--- src/rtl/pipeline_hazard_ctrl.sv ---
// Stall/flush controller for the five-stage pipeline latches.
// Drives per-latch enables/flushes, latches halt, counts stall cycles.
module pipeline_hazard_ctrl (
  input  logic        CLK,
  input  logic        nRST,
  input  logic        ihit,
  input  logic        dhit,
  input  logic        em_dREN,
  input  logic        em_dWEN,
  input  logic        de_dREN,
  input  logic [4:0]  de_wsel,
  input  logic [4:0]  fd_rs,
  input  logic [4:0]  fd_rt,
  input  logic        fd_uses_rt,
  input  logic        br_taken,
  input  logic        mw_halt,
  output logic        pc_en,
  output logic        fd_en,
  output logic        de_en,
  output logic        em_en,
  output logic        mw_en,
  output logic        fd_flush,
  output logic        de_flush,
  output logic        em_flush,
  output logic        halted,
  output logic [15:0] stall_cnt
);

  typedef enum logic [1:0] {
    RUN      = 2'd0,
    MEM_WAIT = 2'd1,
    HALTED   = 2'd2
  } state_t;

  state_t state, next_state;
  logic   mem_wait;
  logic   load_use;

  always_ff @(posedge CLK or negedge nRST) begin
    if (!nRST) state <= RUN;
    else       state <= next_state;
  end

  // Once in MEM_WAIT, only dhit releases the wait.
  always_comb begin
    mem_wait = 1'b0;
    if (state == MEM_WAIT) mem_wait = !dhit;
    else mem_wait = (em_dREN | em_dWEN) & !dhit;
  end

  always_comb begin
    load_use = de_dREN && (de_wsel != 5'd0) &&
               ((de_wsel == fd_rs) ||
                (fd_uses_rt && (de_wsel == fd_rt)));
  end

  always_comb begin
    next_state = state;
    pc_en      = 1'b0;
    fd_en      = 1'b0;
    de_en      = 1'b0;
    em_en      = 1'b0;
    mw_en      = 1'b0;
    fd_flush   = 1'b0;
    de_flush   = 1'b0;
    em_flush   = 1'b0;
    if (!nRST) begin
      next_state = RUN;
    end else if (state == HALTED) begin
      next_state = HALTED;
    end else if (mem_wait) begin
      next_state = MEM_WAIT;
    end else begin
      mw_en = 1'b1;
      if (br_taken) begin
        pc_en    = 1'b1;
        fd_flush = 1'b1;
        de_flush = 1'b1;
        em_flush = 1'b1;
      end else if (load_use) begin
        de_flush = 1'b1;
        em_en    = 1'b1;
      end else if (!ihit) begin
        fd_flush = 1'b1;
        de_en    = 1'b1;
        em_en    = 1'b1;
      end else begin
        pc_en = 1'b1;
        fd_en = 1'b1;
        de_en = 1'b1;
        em_en = 1'b1;
      end
      next_state = (mw_halt && mw_en) ? HALTED : RUN;
    end
  end

  assign halted = (state == HALTED);

  always_ff @(posedge CLK or negedge nRST) begin
    if (!nRST) begin
      stall_cnt <= 16'd0;
    end else if ((state != HALTED) && !pc_en &&
                 (stall_cnt != 16'hFFFF)) begin
      stall_cnt <= stall_cnt + 16'd1;
    end
  end

endmodule

--- config.mk ---
export PLATFORM = sky130hd
export DESIGN_NAME = pipeline_hazard_ctrl
export DESIGN_NICKNAME = d
export VERILOG_FILES = /design/src/rtl/pipeline_hazard_ctrl.sv
export SDC_FILE = /design/constraint.sdc
export NUM_CORES = 1
export LEC_CHECK = 0
export CAP_MARGIN = 10
export CELL_PAD_IN_SITES_DETAIL_PLACEMENT = 0
export CELL_PAD_IN_SITES_GLOBAL_PLACEMENT = 1
export CORE_MARGIN = 2
export CORE_UTILIZATION = 25
export DETAILED_ROUTE_END_ITERATION = 12
export PLACE_DENSITY = 0.65
export SLEW_MARGIN = 20
export SYNTH_ARGS = -nofsm -noshare
export SYNTH_HDL_FRONTEND = slang
export SYNTH_SLANG_ARGS = --single-unit
export TNS_END_PERCENT = 30
--- constraint.sdc ---
create_clock -name CLK -period 6 [get_ports CLK]
set_input_delay 1.2 -clock CLK [delete_from_list [all_inputs] [get_ports CLK]]
set_output_delay 1.2 -clock CLK [all_outputs]
set_load 0.03 [all_outputs]
### Word level (Yosys, flattened, before mapping)

Index checks and enable logic that the tools add are counted.

* register bits: 18
* input bits: 25
* output and inout bits: 25

* muxes and demuxes: 42
* $add $sub $neg: 1
* bitwise operators: 2
* reduce and logical (&&, ||, !) cells: 9
* equal/unequal tests: 6

Operators with widths (number)
* 1-bit 2-to-1 mux: 38
* 16-bit by 1-bit adder with 16-bit output, second input constant: 1
* 16-bit inequality test, second input constant: 1
* 5-bit == test: 2
* 2-bit 2-to-1 mux: 4
* 1-bit logical AND: 5
* 5-bit nonzero test: 1
* 2-bit by 1-bit == test with 1-bit output, second input constant: 1
* 2-bit == test, second input constant: 1
* 1-bit zero test: 2
* 2-bit inequality test, second input constant: 1
* 1-bit bitwise AND: 1
* 1-bit logical OR: 1
* 1-bit OR: 1

### Longest topological paths before layout

Gate-level depths: netlist of the first run.

* depth in word-level cells: 12
* depth in mapped cells: 8
* mapped depth without buffers: 7

### Worst setup path after synthesis of the first run

Ideal clock, no wire load.

* kind: input-to-output
* start point: in em_dWEN
* end point: out fd_flush
* path buffers: 1
* stages: 6
* arrival: 3.005 ns
* data required time: 4.800 ns
* path slack: 1.795 ns
* path through: nor2_1 a21o_1 and3b_1 clkbuf_1 o21ai_0 o21ai_0

* longest elaborated chain between the ends: 6

Ends and longest elaborated chain
* from (decl): RTL line 9 `input logic em_dWEN,`
* 1-bit OR: RTL line 48 `else mem_wait = (em_dREN | em_dWEN) & !dhit;`
* 1-bit bitwise AND: RTL line 48
* 1-bit 2-to-1 mux: RTL line 47 `if (state == MEM_WAIT) mem_wait = !dhit;`
* 1-bit 2-to-1 mux: RTL line 71 `end else if (mem_wait) begin`
* 1-bit 2-to-1 mux: RTL line 69 `end else if (state == HALTED) begin`
* 1-bit 2-to-1 mux: RTL line 67 `if (!nRST) begin`
* to (decl): RTL line 22 `output logic fd_flush,`

Every way passes these cells.

### Worst setup path after layout of the first run

* start point: in de_wsel[1]
* end point: out fd_flush

* longest elaborated chain between the ends: 9
* elaborated cells on any way between the ends: 12
* those cells by class: eq/ne: 2; mux: 5; reduce/logical: 5

Ends and longest elaborated chain
* from (decl): RTL line 11 `input logic [4:0] de_wsel,`
* 5-bit == test: RTL line 54 `(fd_uses_rt && (de_wsel == fd_rt)));`
* 1-bit logical AND: RTL line 54
* 1-bit logical OR: RTL line 53 `((de_wsel == fd_rs) ||`
* 1-bit logical AND (*): RTL line 52 `load_use = de_dREN && (de_wsel != 5'd0) &&`
* 1-bit 2-to-1 mux (*): RTL line 80 `end else if (load_use) begin`
* 1-bit 2-to-1 mux (*): RTL line 75 `if (br_taken) begin`
* 1-bit 2-to-1 mux (*): RTL line 71
* 1-bit 2-to-1 mux (*): RTL line 69
* 1-bit 2-to-1 mux (*): RTL line 67

Mark *: on every way between the ends. The rest lies on a longest branch, timed or not.

==> run_summary.xml, run 1 <==
<?xml version="1.0" encoding="UTF-8"?>
<metrics>
  <group name="worst_setup_path">
    <metric name="cp_slowest_stage_delay" unit="ps">690</metric>
    <metric name="cell_with_the_biggest_individual_delay_on_the_critical_path" unit="">sky130_fd_sc_hd__clkdlybuf4s50_1</metric>
    <metric name="worstPathBufferInverterCount" unit="">2</metric>
    <metric name="setup.worst_path.start_class" unit="">input pin</metric>
    <metric name="worst-path-max-fanout" unit="">4</metric>
    <metric name="crit_path_cell_chain" unit="">clkdlybuf4s50_1 &gt; or4_1 &gt; o21ai_2 &gt; o21ai_0 &gt; o21ai_0 &gt; clkdlybuf4s50_1</metric>
    <metric name="worst_ep_required_time" unit="ps">4800</metric>
    <metric name="path_delay_family" unit="">buffers and inverters</metric>
    <metric name="path_class" unit="">in -&gt; out</metric>
    <metric name="crit_path_end_kind" unit="">output pin</metric>
    <metric name="critical_path_arrival" unit="ps">3510</metric>
  </group>
  <group name="global_route">
    <metric name="track_usage" unit="%">11.82</metric>
    <metric name="grt_first_pass_wirelength" unit="mm">4.878</metric>
    <metric name="maximum_number_of_pins_on_one_net_before_global_route_repair" unit="">23</metric>
    <metric name="grt_antenna_before_repair" unit="">0</metric>
    <metric name="grt_pass1_vias" unit="">1040</metric>
    <metric name="grt_overflow" unit="">0</metric>
  </group>
  <group name="floorplan">
    <metric name="dieWidth" unit="um">70.55</metric>
    <metric name="floorplan.die_area" unit="um^2">4977</metric>
    <metric name="initial_utilization" unit="%">25.61</metric>
    <metric name="ios" unit="">50</metric>
    <metric name="row_count" unit="">24</metric>
    <metric name="core_area" unit="um^2">4324</metric>
    <metric name="fp.dieH" unit="um">70.55</metric>
  </group>
  <group name="sta">
    <metric name="postLayoutSetupSlackWorst" unit="ps">1293</metric>
    <metric name="finalSetupViolations" unit="">0</metric>
    <metric name="final_period_minus_worst_setup_slack" unit="ps">4707</metric>
    <metric name="slew_viol_final" unit="">0</metric>
    <metric name="worst_slew_margin_rel" unit="%">70.17</metric>
    <metric name="timing.final.hold_violations" unit="">0</metric>
    <metric name="fin_tns_setup" unit="ps">0</metric>
    <metric name="layout_worst_path_cycle_share" unit="%">78.45</metric>
    <metric name="rsz0062_at_grt" unit="">false</metric>
    <metric name="tightest_slew" unit="ps">446.5</metric>
    <metric name="max_freq" unit="GHz">0.2124</metric>
    <metric name="timing.clock.skew" unit="ps">2.719</metric>
  </group>
  <group name="synthesis">
    <metric name="post_synth_inst_count" unit="">115</metric>
    <metric name="number_of_synthesized_register_bits" unit="">18</metric>
    <metric name="yosys_warnings" unit="">0</metric>
    <metric name="netlist_area" unit="um^2">1107</metric>
    <metric name="ys_types" unit="">31</metric>
    <metric name="netlist_top_cells_area" unit="">sky130_fd_sc_hd__dfrtp_1 (41%), sky130_fd_sc_hd__xor2_1 (10%), sky130_fd_sc_hd__xnor2_1 (9.5%)</metric>
    <metric name="yosys.area.top_type" unit="">sky130_fd_sc_hd__dfrtp_1</metric>
    <metric name="yosysTopAreaCellShare" unit="%">40.68</metric>
    <metric name="mappedNetlistNets" unit="">141</metric>
    <metric name="avgSynthCellArea" unit="um^2">9.629</metric>
    <metric name="seq_area_frac_synth" unit="%">40.68</metric>
  </group>
  <group name="clocking">
    <metric name="cts.repair.resized" unit="">0</metric>
    <metric name="cts_num_sinks" unit="">18</metric>
    <metric name="cts.htree.levels" unit="">1</metric>
    <metric name="post_cts_hold_buffer_count" unit="">0</metric>
    <metric name="cts.clk_slew.worst_paths" unit="ps">70</metric>
    <metric name="tritoncts" unit="">built</metric>
    <metric name="clock_tree.root_cell" unit="">sky130_fd_sc_hd__clkbuf_8</metric>
    <metric name="worst_skew_pair.late_latency" unit="ps">250</metric>
    <metric name="clock_tree.buffer_depth" unit="">2</metric>
    <metric name="postCtsSetupBuffers" unit="">0</metric>
    <metric name="cts_made_buffers" unit="">3</metric>
  </group>
  <group name="cells_and_area">
    <metric name="mostFrequentLayoutCells" unit="">sky130_fd_sc_hd__clkdlybuf4s50_1 (49), sky130_fd_sc_hd__dfrtp_1 (18), sky130_fd_sc_hd__xor2_1 (13)</metric>
    <metric name="most_frequent_standard_cell_in_the_layout_excluding_fill_and_tap_cells" unit="">sky130_fd_sc_hd__clkdlybuf4s50_1</metric>
    <metric name="final_cell_count_no_fill" unit="">219</metric>
    <metric name="antenna_cells_inserted" unit="">0</metric>
    <metric name="fin_nets" unit="">194</metric>
    <metric name="relative_area_change_from_synthesis_to_final_layout" unit="%">54.46</metric>
    <metric name="drive_gt1_share" unit="%">6.587</metric>
  </group>
  <group name="placement">
    <metric name="portBuffers" unit="">49</metric>
    <metric name="post-dp-hpwl" unit="mm">2.190</metric>
    <metric name="finalWeightedCongestion" unit="">0.8335</metric>
    <metric name="place.detailed.instances" unit="">215</metric>
    <metric name="post-place-ws" unit="ps">1253</metric>
  </group>
  <group name="power">
    <metric name="power_report.internal_total" unit="mW">0.3930</metric>
    <metric name="power_leakage" unit="nW">0.6501</metric>
    <metric name="irDropWorstVdd" unit="V">0.0002477</metric>
    <metric name="clock_power_share" unit="%">13.7</metric>
    <metric name="p_seq_share" unit="%">34.6</metric>
    <metric name="power.share.combinational" unit="%">51.8</metric>
    <metric name="switchingPower" unit="mW">0.3173</metric>
    <metric name="power.share.switching" unit="%">44.67</metric>
    <metric name="p_per_area" unit="nW/um^2">415.3</metric>
    <metric name="total_power_consumption" unit="mW">0.7103</metric>
  </group>
  <group name="worst_hold_path">
    <metric name="holdCritPathClass" unit="">reg -&gt; reg</metric>
  </group>
  <group name="run">
    <metric name="maxCapViolations" unit="">0</metric>
  </group>
  <group name="detailed_routing">
    <metric name="ant_nets" unit="">0</metric>
    <metric name="wirelength" unit="mm">2.817</metric>
    <metric name="drcViolationCount" unit="">0</metric>
    <metric name="detail_route.first_pass.iterations" unit="">4</metric>
    <metric name="via_per_inst" unit="">4.667</metric>
    <metric name="dr_total_vias" unit="">1022</metric>
    <metric name="dr.first_iter.drc_count" unit="">34</metric>
    <metric name="drt-wirelength-per-cell" unit="um">12.86</metric>
  </group>
  <group name="run_status">
    <metric name="status" unit="">completed</metric>
  </group>
</metrics>
[power groups by stage]
stage / logic (mW) / clock network [mW] / registers (mW)
CTS: 0.373 / 0.102 / 0.246
global placement: 0.368 / 0 / 0.246
global route: 0.395 / 0.106 / 0.257
detailed placement: 0.371 / 0 / 0.247
finish: 0.368 / 0.0971 / 0.245
floorplan: 0.116 / 0 / 0.335
[layer usage]
layer | global-route usage [%] | part of all wire, %
met2 | 20.34 | 47
met1 | 15.56 | 48
met3 | 1.852 | 5.7
met4 | 3.145 | 0
met5 | 0 | 0
[cells in the mapped netlist]
cell type / n
sky130_fd_sc_hd__o21ai_2: 1
sky130_fd_sc_hd__ha_1: 1
sky130_fd_sc_hd__nor3_1: 5
sky130_fd_sc_hd__o21a_1: 1
sky130_fd_sc_hd__nor2b_1: 2
sky130_fd_sc_hd__a21oi_1: 2
sky130_fd_sc_hd__nand2b_1: 2
sky130_fd_sc_hd__and3b_1: 2
sky130_fd_sc_hd__a21o_1: 1
sky130_fd_sc_hd__and2_1: 1
sky130_fd_sc_hd__o22a_1: 1
sky130_fd_sc_hd__nor2_1: 9
sky130_fd_sc_hd__nand2_1: 8
sky130_fd_sc_hd__o22ai_1: 2
sky130_fd_sc_hd__xnor2_1: 12
sky130_fd_sc_hd__nor4_2: 2
sky130_fd_sc_hd__nor4_1: 3
sky130_fd_sc_hd__clkbuf_1: 1
sky130_fd_sc_hd__nand4_1: 6
sky130_fd_sc_hd__mux2_1: 1
sky130_fd_sc_hd__inv_1: 4
sky130_fd_sc_hd__dfrtp_1: 18
sky130_fd_sc_hd__buf_6: 1
sky130_fd_sc_hd__a21oi_4: 1
sky130_fd_sc_hd__or4_1: 2
sky130_fd_sc_hd__nand3_1: 6
sky130_fd_sc_hd__a311oi_2: 1
sky130_fd_sc_hd__xor2_1: 13
sky130_fd_sc_hd__nor3b_1: 1
sky130_fd_sc_hd__o21ai_0: 4
sky130_fd_sc_hd__or2_2: 1
[flip-flops by register name, indices dropped and copies added (netlist names)]
register and count:
stall_cnt 16, state 2
[metrics by stage]
stage               hold slack [ps]  instance area, um^2  utilization [%]
floorplan                     581.1                 1107                -
global route                  529.4                 1710            39.55
CTS                           505.4                 1710            39.55
finish                        500.9                 1710            39.55
global placement              487.4                 1655            38.28
detailed placement            492.4                 1655            38.28
[final cells by class]
cell class / instances / area, um^2
multi-input cells: 91 / 626.9
flip-flops and latches: 18 / 450.4
clock buffers: 4 / 55.05
fillers: 440 / 2614
inverters: 4 / 15.01
repair buffers: 50 / 498.0
well taps: 52 / 65.06
[kinds of logic (layout without fill, tap and decap cells)]
family	count (synthesis)	after routing	share of synthesized area, %
buffers and inverters	6	58	2.711
AND/OR/NAND/NOR	50	50	25.09
XOR/XNOR	25	25	19.77
flip-flops	18	18	40.68
AO/OA/AOI/OAI	14	14	9.605
adder cells (fa/ha/maj)	1	1	1.130
multiplexers	1	1	1.017
[worst paths after layout]
check,from,endpoint,slack (ps),cells after the start
worst max-delay path,de_wsel[1],fd_flush,1290,6
worst min-delay path,stall_cnt[15],stall_cnt[15],500,1
worst max register to register,stall_cnt[0],stall_cnt[1],3790,6
worst min register to register,stall_cnt[15],stall_cnt[15],500,1
max in group asynchronous,nRST,stall_cnt[14],4500,2
min in group asynchronous,nRST,stall_cnt[0],1280,2
No activity file was read; power rests on OpenSTA's default activity.
==> run 2, diff against run 1 <==
==> constraint.sdc (replaced) <==
create_clock -name CLK -period 4.4 [get_ports CLK]
set_input_delay 0.88 -clock CLK [delete_from_list [all_inputs] [get_ports CLK]]
set_output_delay 0.88 -clock CLK [all_outputs]
set_load 0.03 [all_outputs]
==> run_summary.xml, run 2 (synthesized netlist as in run 1, its figures left out) <==
<?xml version="1.0" encoding="UTF-8"?>
<metrics>
  <group name="run_status">
    <metric name="status" unit="">completed</metric>
  </group>
  <group name="cells_and_area">
    <metric name="mostFrequentLayoutCells" unit="">sky130_fd_sc_hd__clkdlybuf4s50_1 (49), sky130_fd_sc_hd__dfrtp_1 (18), sky130_fd_sc_hd__xor2_1 (13)</metric>
    <metric name="fin_nets" unit="">194</metric>
    <metric name="antenna_cells_inserted" unit="">0</metric>
    <metric name="number_of_flip_flops_in_the_largest_register" unit="">16</metric>
    <metric name="max_flop_register" unit="">stall_cnt</metric>
    <metric name="biggest_regs" unit="">stall_cnt (16), state (2)</metric>
    <metric name="most_frequent_standard_cell_in_the_layout_excluding_fill_and_tap_cells" unit="">sky130_fd_sc_hd__clkdlybuf4s50_1</metric>
    <metric name="relative_area_change_from_synthesis_to_final_layout" unit="%">54.46</metric>
    <metric name="drive_gt1_share" unit="%">6.587</metric>
    <metric name="fin_util" unit="%">39.55</metric>
  </group>
  <group name="power">
    <metric name="power_leakage" unit="nW">0.6501</metric>
    <metric name="switchingPower" unit="mW">0.4319</metric>
    <metric name="power_report.internal_total" unit="mW">0.5359</metric>
    <metric name="irDropWorstVdd" unit="V">0.0003547</metric>
    <metric name="p_seq_share" unit="%">34.4</metric>
    <metric name="power.share.combinational" unit="%">51.9</metric>
    <metric name="clock_power_share" unit="%">13.7</metric>
    <metric name="p_per_area" unit="nW/um^2">565.8</metric>
    <metric name="power.share.switching" unit="%">44.62</metric>
    <metric name="total_power_consumption" unit="mW">0.9678</metric>
  </group>
  <group name="sta">
    <metric name="tightest_slew" unit="ps">458.3</metric>
    <metric name="fin_tns_setup" unit="ps">0</metric>
    <metric name="finalSetupViolations" unit="">0</metric>
    <metric name="postLayoutSetupSlackWorst" unit="ps">313.3</metric>
    <metric name="timing.clock.skew" unit="ps">5.151</metric>
    <metric name="rsz0062_at_grt" unit="">false</metric>
    <metric name="slew_viol_final" unit="">0</metric>
    <metric name="max_freq" unit="GHz">0.2447</metric>
    <metric name="worst_slew_margin_rel" unit="%">69.38</metric>
    <metric name="timing.final.hold_violations" unit="">0</metric>
    <metric name="final_period_minus_worst_setup_slack" unit="ps">4087</metric>
    <metric name="layout_worst_path_cycle_share" unit="%">92.88</metric>
  </group>
  <group name="clocking">
    <metric name="cts_num_sinks" unit="">18</metric>
    <metric name="post_cts_hold_buffer_count" unit="">0</metric>
    <metric name="cts.clk_slew.worst_paths" unit="ps">60</metric>
    <metric name="clock_tree.buffer_depth" unit="">2</metric>
    <metric name="tritoncts" unit="">built</metric>
    <metric name="postCtsSetupBuffers" unit="">0</metric>
    <metric name="cts.htree.levels" unit="">1</metric>
    <metric name="clock_tree.root_cell" unit="">sky130_fd_sc_hd__clkbuf_8</metric>
    <metric name="cts_made_buffers" unit="">3</metric>
    <metric name="worst_skew_pair.late_latency" unit="ps">250</metric>
    <metric name="cts.repair.resized" unit="">0</metric>
  </group>
  <group name="run">
    <metric name="maxCapViolations" unit="">0</metric>
  </group>
  <group name="worst_setup_path">
    <metric name="path_class" unit="">in -&gt; out</metric>
    <metric name="crit_path_start" unit="">de_wsel[1]</metric>
    <metric name="worst_ep_required_time" unit="ps">3520</metric>
    <metric name="worst-path-max-fanout" unit="">4</metric>
    <metric name="cell_with_the_biggest_individual_delay_on_the_critical_path" unit="">sky130_fd_sc_hd__clkdlybuf4s50_1</metric>
    <metric name="setup.worst_path.start_class" unit="">input pin</metric>
    <metric name="setup_crit_end" unit="">pc_en</metric>
    <metric name="worstPathBufferInverterCount" unit="">2</metric>
    <metric name="reg2regPathDepth" unit="">6</metric>
    <metric name="cp_num_cells" unit="">6</metric>
    <metric name="cp_slowest_stage_delay" unit="ps">700</metric>
    <metric name="r2r_setup_slack" unit="ps">2200</metric>
    <metric name="crit_path_end_kind" unit="">output pin</metric>
    <metric name="critical_path_arrival" unit="ps">3210</metric>
    <metric name="crit_path_cell_chain" unit="">clkdlybuf4s50_1 &gt; or4_1 &gt; o21ai_2 &gt; o21ai_0 &gt; o21ai_0 &gt; clkdlybuf4s50_1</metric>
    <metric name="r2r-end" unit="">stall_cnt[1]</metric>
    <metric name="worst_r2r_startpoint" unit="">stall_cnt[0]</metric>
    <metric name="path_delay_family" unit="">buffers and inverters</metric>
  </group>
  <group name="worst_hold_path">
    <metric name="holdCritPathClass" unit="">reg -&gt; reg</metric>
    <metric name="hold_path_startpoint" unit="">stall_cnt[14]</metric>
  </group>
  <group name="global_route">
    <metric name="maximum_number_of_pins_on_one_net_before_global_route_repair" unit="">22</metric>
    <metric name="grt_first_pass_wirelength" unit="mm">4.947</metric>
    <metric name="track_usage" unit="%">11.97</metric>
    <metric name="grt_antenna_before_repair" unit="">0</metric>
    <metric name="grt_overflow" unit="">0</metric>
    <metric name="grt_pass1_vias" unit="">1085</metric>
  </group>
  <group name="detailed_routing">
    <metric name="drcViolationCount" unit="">0</metric>
    <metric name="wirelength" unit="mm">2.870</metric>
    <metric name="via_per_inst" unit="">4.712</metric>
    <metric name="dr_total_vias" unit="">1032</metric>
    <metric name="drt-wirelength-per-cell" unit="um">13.11</metric>
    <metric name="detail_route.first_pass.iterations" unit="">4</metric>
    <metric name="dr.first_iter.drc_count" unit="">19</metric>
    <metric name="ant_nets" unit="">0</metric>
  </group>
  <group name="placement">
    <metric name="portBuffers" unit="">49</metric>
    <metric name="finalWeightedCongestion" unit="">0.8383</metric>
    <metric name="post-place-ws" unit="ps">294.9</metric>
    <metric name="post-dp-hpwl" unit="mm">2.246</metric>
  </group>
  <group name="floorplan">
    <metric name="initial_utilization" unit="%">25.61</metric>
    <metric name="row_count" unit="">24</metric>
    <metric name="core_area" unit="um^2">4324</metric>
    <metric name="fp.dieH" unit="um">70.55</metric>
    <metric name="ios" unit="">50</metric>
    <metric name="dieWidth" unit="um">70.55</metric>
    <metric name="floorplan.die_area" unit="um^2">4977</metric>
  </group>
</metrics>
run 2: worst reg2reg max path: stages (launching register included):
cell	delay, ps
sky130_fd_sc_hd__dfrtp_1	410
sky130_fd_sc_hd__ha_1	210
sky130_fd_sc_hd__nand4_1	180
sky130_fd_sc_hd__nor4_2	400
sky130_fd_sc_hd__nor4_2	100
sky130_fd_sc_hd__a21oi_4	430
sky130_fd_sc_hd__mux2_1	370
run 2: power groups by stage:
stage | Sequential, mW | Clock, mW | Combinational [mW]
CTS | 0.335 | 0.139 | 0.509
global route | 0.350 | 0.147 | 0.536
detailed placement | 0.337 | 0 | 0.505
global placement | 0.335 | 0 | 0.501
floorplan | 0.457 | 0 | 0.158
finish | 0.333 | 0.133 | 0.502
run 2: worst min path at each step:
stage | to | slack [ps] | cells after the start
after floorplan | stall_cnt[0] | 580 | 0
after global placement | stall_cnt[15] | 490 | 1
after detailed placement | stall_cnt[14] | 490 | 1
after CTS | stall_cnt[14] | 500 | 1
after global routing | stall_cnt[14] | 520 | 1
final | stall_cnt[14] | 490 | 1
run 2: through the flow:
stage          cells  hold slack, ps  cell area (um^2)
6_report         219           492.5              1710
5_1_grt          219           524.8              1710
4_1_cts          219           501.7              1710
3_5_place_dp     215           489.7              1655
3_3_place_gp     215           487.6              1655
2_1_floorplan    115           581.1              1107
run 2: area by class of cell:
class | instances | area, um^2
Inverter | 4 | 15.01
Timing Repair Buffer | 50 | 498.0
Fill cell | 434 | 2614
Tap cell | 52 | 65.06
Clock buffer | 4 | 55.05
Sequential cell | 18 | 450.4
Multi-Input combinational cell | 91 | 626.9
run 2: layer usage:
metal / track usage (%) / wire, um / share of wire [%]
met5: 0 / 0 / 0
met4: 2.725 / 0 / 0
met3: 2.564 / 231 / 8.0
met1: 14.68 / 1209 / 42
met2: 21.59 / 1428 / 50
